[src/rtl/pipeline_pkg.sv]
// Shared pipeline definitions: ALU op classes, the zero register, and the
// control-bundle layout used by every inter-stage pipeline register.
package pipeline_pkg;

  typedef enum logic [1:0] {
    ALU_ADD   = 2'b00,
    ALU_SUB   = 2'b01,
    ALU_RTYPE = 2'b10
  } alu_op_e;

  localparam logic [4:0] REG_ZERO = 5'd0;

  // Control-bundle bit positions
  localparam int unsigned CTL_REG_WRITE  = 0;
  localparam int unsigned CTL_MEM_READ   = 1;
  localparam int unsigned CTL_MEM_WRITE  = 2;
  localparam int unsigned CTL_MEM_TO_REG = 3;
  localparam int unsigned CTL_ALU_SRC    = 4;
  localparam int unsigned CTL_ALU_OP_LSB = 5;
  localparam int unsigned CTL_W          = 7;

endpackage

[src/rtl/hazard_detect.sv]
// Load-use hazard detection: a load in EX whose destination feeds the
// instruction in ID cannot be forwarded in time, so ID must stall one cycle.
// A branch flush overrides the stall so the redirect can proceed.
module hazard_detect
  import pipeline_pkg::*;
#(
  parameter int unsigned REG_W = 5
) (
  input  logic             mem_read_EX,
  input  logic [REG_W-1:0] reg_Rt_EX,
  input  logic [REG_W-1:0] reg_Rs_ID,
  input  logic [REG_W-1:0] reg_Rt_ID,
  input  logic             flush_EX,
  output logic             hazard,
  output logic             stall_ID
);

  // Compare the load destination against both ID sources; $0 never hazards
  always_comb begin
    hazard   = mem_read_EX
             & (reg_Rt_EX != REG_W'(REG_ZERO))
             & ((reg_Rt_EX == reg_Rs_ID) | (reg_Rt_EX == reg_Rt_ID));
    stall_ID = hazard & ~flush_EX;
  end

endmodule

[src/rtl/id_ex_stage.sv]
// ID/EX pipeline register with load-use bubble insertion and a saturating
// count of hazard bubbles. A bubble is all-zero, including register numbers,
// so forwarding and hazard compares can never match on it.
module id_ex_stage
  import pipeline_pkg::*;
#(
  parameter int unsigned DATA_W = 32,
  parameter int unsigned REG_W  = 5,
  parameter int unsigned CNT_W  = 16
) (
  input  logic              clk,
  input  logic              reset,
  input  logic [REG_W-1:0]  reg_Rs_ID,
  input  logic [REG_W-1:0]  reg_Rt_ID,
  input  logic [REG_W-1:0]  reg_Rd_ID,
  input  logic [DATA_W-1:0] read_data1_ID,
  input  logic [DATA_W-1:0] read_data2_ID,
  input  logic [DATA_W-1:0] imm_ID,
  input  logic              reg_write_ID,
  input  logic              mem_read_ID,
  input  logic              mem_write_ID,
  input  logic              mem_to_reg_ID,
  input  logic              alu_src_ID,
  input  logic              reg_dst_ID,
  input  logic [1:0]        alu_op_ID,
  input  logic              flush_EX,
  output logic [REG_W-1:0]  reg_Rs_EX,
  output logic [REG_W-1:0]  reg_Rt_EX,
  output logic [REG_W-1:0]  reg_Rd_EX,
  output logic [DATA_W-1:0] read_data1_EX,
  output logic [DATA_W-1:0] read_data2_EX,
  output logic [DATA_W-1:0] imm_EX,
  output logic              reg_write_EX,
  output logic              mem_read_EX,
  output logic              mem_write_EX,
  output logic              mem_to_reg_EX,
  output logic              alu_src_EX,
  output logic [1:0]        alu_op_EX,
  output logic              stall_ID,
  output logic [CNT_W-1:0]  stall_count
);

  logic [REG_W-1:0]  r_rs, r_rt, r_rd;
  logic [DATA_W-1:0] r_d1, r_d2, r_imm;
  logic [CTL_W-1:0]  r_ctl;
  logic [CNT_W-1:0]  r_cnt;

  logic [CTL_W-1:0]  w_ctl_id;
  logic [REG_W-1:0]  w_rd_id;
  logic              w_hazard;
  logic              w_stall;

  hazard_detect #(.REG_W(REG_W)) u_hazard (
    .mem_read_EX (r_ctl[CTL_MEM_READ]),
    .reg_Rt_EX   (r_rt),
    .reg_Rs_ID   (reg_Rs_ID),
    .reg_Rt_ID   (reg_Rt_ID),
    .flush_EX    (flush_EX),
    .hazard      (w_hazard),
    .stall_ID    (w_stall)
  );

  // Pack ID control into the shared bundle layout and resolve the destination
  always_comb begin
    w_ctl_id                       = '0;
    w_ctl_id[CTL_REG_WRITE]        = reg_write_ID;
    w_ctl_id[CTL_MEM_READ]         = mem_read_ID;
    w_ctl_id[CTL_MEM_WRITE]        = mem_write_ID;
    w_ctl_id[CTL_MEM_TO_REG]       = mem_to_reg_ID;
    w_ctl_id[CTL_ALU_SRC]          = alu_src_ID;
    w_ctl_id[CTL_ALU_OP_LSB +: 2]  = alu_op_ID;
    w_rd_id                        = reg_dst_ID ? reg_Rd_ID : reg_Rt_ID;
  end

  // Pipeline register: flush beats hazard beats capture; only hazard bubbles are counted
  always_ff @(posedge clk or negedge reset) begin
    if (!reset) begin
      r_rs  <= '0;
      r_rt  <= '0;
      r_rd  <= '0;
      r_d1  <= '0;
      r_d2  <= '0;
      r_imm <= '0;
      r_ctl <= '0;
      r_cnt <= '0;
    end else if (flush_EX || w_hazard) begin
      r_rs  <= '0;
      r_rt  <= '0;
      r_rd  <= '0;
      r_d1  <= '0;
      r_d2  <= '0;
      r_imm <= '0;
      r_ctl <= '0;
      if (!flush_EX && (r_cnt != '1)) begin
        r_cnt <= r_cnt + CNT_W'(1);
      end
    end else begin
      r_rs  <= reg_Rs_ID;
      r_rt  <= reg_Rt_ID;
      r_rd  <= w_rd_id;
      r_d1  <= read_data1_ID;
      r_d2  <= read_data2_ID;
      r_imm <= imm_ID;
      r_ctl <= w_ctl_id;
    end
  end

  assign reg_Rs_EX     = r_rs;
  assign reg_Rt_EX     = r_rt;
  assign reg_Rd_EX     = r_rd;
  assign read_data1_EX = r_d1;
  assign read_data2_EX = r_d2;
  assign imm_EX        = r_imm;
  assign reg_write_EX  = r_ctl[CTL_REG_WRITE];
  assign mem_read_EX   = r_ctl[CTL_MEM_READ];
  assign mem_write_EX  = r_ctl[CTL_MEM_WRITE];
  assign mem_to_reg_EX = r_ctl[CTL_MEM_TO_REG];
  assign alu_src_EX    = r_ctl[CTL_ALU_SRC];
  assign alu_op_EX     = r_ctl[CTL_ALU_OP_LSB +: 2];
  assign stall_ID      = w_stall;
  assign stall_count   = r_cnt;

endmodule

[config.mk]
export PLATFORM = sky130hd
export DESIGN_NAME = id_ex_stage
export DESIGN_NICKNAME = d
export VERILOG_FILES = /design/src/rtl/pipeline_pkg.sv /design/src/rtl/hazard_detect.sv /design/src/rtl/id_ex_stage.sv
export SDC_FILE = /design/constraint.sdc
export NUM_CORES = 1
export LEC_CHECK = 0
export BUFFER_PORTS_ARGS = -buffer_cell sky130_fd_sc_hd__buf_2
export CELL_PAD_IN_SITES_DETAIL_PLACEMENT = 0
export CELL_PAD_IN_SITES_GLOBAL_PLACEMENT = 2
export CORE_MARGIN = 2
export CORE_UTILIZATION = 30
export CTS_CLUSTER_DIAMETER = 50
export CTS_CLUSTER_SIZE = 12
export DETAILED_ROUTE_END_ITERATION = 8
export PLACE_DENSITY_LB_ADDON = 0.25
export SLEW_MARGIN = 20
export SYNTH_ARGS = -nofsm -noshare
export SYNTH_HDL_FRONTEND = slang
export SYNTH_SLANG_ARGS = --single-unit
[constraint.sdc]
create_clock -name clk -period 4.09 [get_ports clk]
set_input_delay 0.818 -clock clk [delete_from_list [all_inputs] [get_ports clk]]
set_output_delay 0.818 -clock clk [all_outputs]
set_load 0.005 [all_outputs]
==> flow_summary.toml <==
[pwr]
comb_power_share_pct = 8.3
p_seq_share_pct = 43.0
power.internal_mw = 2.58
p_clk_share_pct = 48.7
p_leak_nw = 3.78
power_mw = 3.30
vdd_ir_drop_max_uv = 266
p_sw_share_pct = 21.8
switchingPower_mw = 0.721
powerDensity_nw_per_um2 = 469

[logic_synthesis]
synth_top_area_share_pct = 68.4
synthFlopType = "dfrtp_1"
synth_edf_count = 0
synth.avg_cell_area_um2 = 14.0
yosys.area.top_type = "dfrtp_1"
ys_types = 30
synth_nets = 474
synth.area.top_cells = "dfrtp_1, and2_2, xnor2_1, and2_1, mux2i_1"
yosysWarnings = 0
syn_inst = 351
synthArstFlopShare_pct = 100
syn_area_um2 = 4900
synth-seq-area-share_pct = 68.4
yosysMostFrequentCell = "dfrtp_1"
synth_seq_cells = 134
synth.top_cells.by_count = "dfrtp_1, and2_2, and2_1"

[timing]
period_minus_slack_ns = 2.68
final-setup-viol-count = 0
max_clock_freq_ghz = 0.373
layout_worst_path_cycle_share_pct = 65.6
rsz0062_at_grt = "no"
tightest_slew_ns = 1.01
maxSlewViolCount = 0
relSlewSlack_pct = 32.7
hold_violations = 0
fin_ws_ns = 1.41
fin_setup_tns_ns = 0
skew_ns = 0.0113

[clocking]
cts_setup_buffers = 0
cts_root_buf = "clkbuf_16"
clkLatencyLatePin_ns = 0.41
cts.clk_slew.worst_paths_ns = 0.06
cts_buffer_depth = 2
cts-buffers-inserted = 17
cts_resized = 0
cts_sinks = 134
cts.hold.buffers_added = 0
cts_tree = "built"
cts_max_level = 4

[placement]
place_inst = 811
io_buffers = 256
place.gp.congestion = 0.749
dpl.hpwl_um = 8840
place_ws_ns = 1.35

[critical_path]
timing.reg2reg.setup_slack_ns = 1.66
reg2reg_depth = 5
cp-start-kind = "flip-flop"
worstSetupEndpoint = "stall_ID"
critPathCaptureType = "output port"
rr_startpoint = "reg_Rt_EX[0]"
crit_type = "flip-flop to output port"
arrival_ns = 1.87
critPathMaxFanout = 4
crit_start = "reg_Rt_EX[0]"
r2r-end = "imm_EX[0]"
cp.required_ns = 3.27

[floorplanning]
start_util_pct = 30.7
die_w_um = 132
ios = 257
fp.dieH_um = 132
design.die.area_um2 = 17400
core_area_um2 = 15900
std_cell_rows = 46

[drt]
wirelength_um = 12200
drc_errors = 0
wl_per_cell_um = 14.5
dr.pass1.iters = 4
ant_nets = 0
viasPerCell = 4.12
vias = 3469
drtIter0Drc = 141

[run]
cap_violations = 0

[grt]
grt_remaining_overflow = 0
grt_max_degree = 121
antenna_found_initial = 1
grt_pass1_vias = 3649
grtUsageTotal_pct = 14.3
grt_pass1_wl_um = 19100

[layout]
stdcell_count = 843
synthToLayoutAreaGrowth_pct = 43.7
antennaDiodeCount = 0
drive_above_1_share_pct = 61.4
finalNetCount = 737

[hold_path]
hold_class = "input pin to asynchronous set/reset pin"

[outcome]
status = "finished clean"
==> through the flow <==
stage	cell area [um2]	hold WS [ns]	util (%)
2_1_floorplan	4900	0.481	-
3_3_place_gp	6420	0.471	40.3
3_5_place_dp	6420	0.484	40.3
4_1_cts	7040	0.492	44.2
5_1_grt	7040	0.524	44.2
6_report	7040	0.486	44.2
==> state kept, by name, summed over array words and instances, names as in the netlist <==
| signal | flops |
|---|---|
| imm_EX | 32 |
| r_ctl | 7 |
| read_data1_EX | 32 |
| reg_Rd_EX | 5 |
| stall_count | 16 |
| reg_Rt_EX | 5 |
| reg_Rs_EX | 5 |
| read_data2_EX | 32 |
==> metal layers <==
layer	up-vias	global-route usage, %	routed length, um
met5	-	0	11
met4	2	5.74	207
met3	17	8.88	1500
met1	1639	15.5	4690
met2	163	22.5	5800
li1	1648	-	-
==> how the worst min path moves through the flow <==
| stage | slack (ns) | endpoint | depth (start not counted) | from |
|---|---|---|---|---|
| after detailed placement | 0.48 | stall_count[11] | 1 | stall_count[11] |
| after floorplan | 0.48 | stall_count[11] | 1 | stall_count[11] |
| after global placement | 0.47 | stall_count[6] | 1 | stall_count[6] |
| final | 0.49 | imm_EX[11] | 1 | reset |
| after CTS | 0.49 | stall_count[11] | 1 | stall_count[11] |
| after global routing | 0.52 | stall_count[6] | 1 | stall_count[6] |
==> critical path, stage by stage, from the launching register on <==
cell and delay, ns:
dfrtp_1 0.42, or4_4 0.56, o21a_1 0.20, and2_1 0.16, buf_2 0.12
==> cells by family (layout without fill, tap and decap cells) <==
| family | after synthesis | after routing | share of synthesized area [%] |
|---|---|---|---|
| buf+inv | 16 | 292 | 1.68 |
| simple gates | 161 | 161 | 22.5 |
| fa+ha+maj | 1 | 1 | 0.255 |
| mux | 7 | 7 | 1.48 |
| xor+xnor | 23 | 23 | 4.11 |
| compound gates | 9 | 9 | 1.56 |
| flops | 134 | 134 | 68.4 |
==> area by class of cell <==
class                           instances  area (um2)
Fill cell                            1531        8900
Sequential cell                       134        3350
Multi-Input combinational cell        201        1470
Timing Repair Buffer                  260        1330
Clock buffer                           20         447
Tap cell                              216         270
Clock inverter                         12         176
==> power by group through the flow <==
stage | Combinational, mW | Sequential, mW | Clock [mW]
final | 0.275 | 1.42 | 1.61
after global routing | 0.309 | 1.43 | 1.71
after CTS | 0.284 | 1.42 | 1.65
after detailed placement | 0.283 | 1.44 | 0
after global placement | 0.281 | 1.44 | 0
after floorplan | 0.0962 | 1.45 | 0
==> layout by cell type (no fill, tap or decap), types with 2 or more instances in the layout <==
cell,synthesis,routed
buf_2,0,255
clkinvlp_4,0,2
mux2_2,2,2
and2_2,90,90
and4_1,3,3
and2_1,25,25
mux2i_1,5,5
clkbuf_1,12,2
xnor2_1,22,22
clkbuf_16,0,17
clkbuf_8,0,2
dfrtp_1,134,134
clkinv_2,0,3
bufinv_16,0,4
nor2b_1,7,7
clkinv_4,0,2
nor3_1,2,2
nand4_1,8,8
nand2_1,8,8
nand3_1,7,7
buf_4,0,3
o21a_1,3,3
and3_1,6,6
Power figures use the tool's default switching activity.
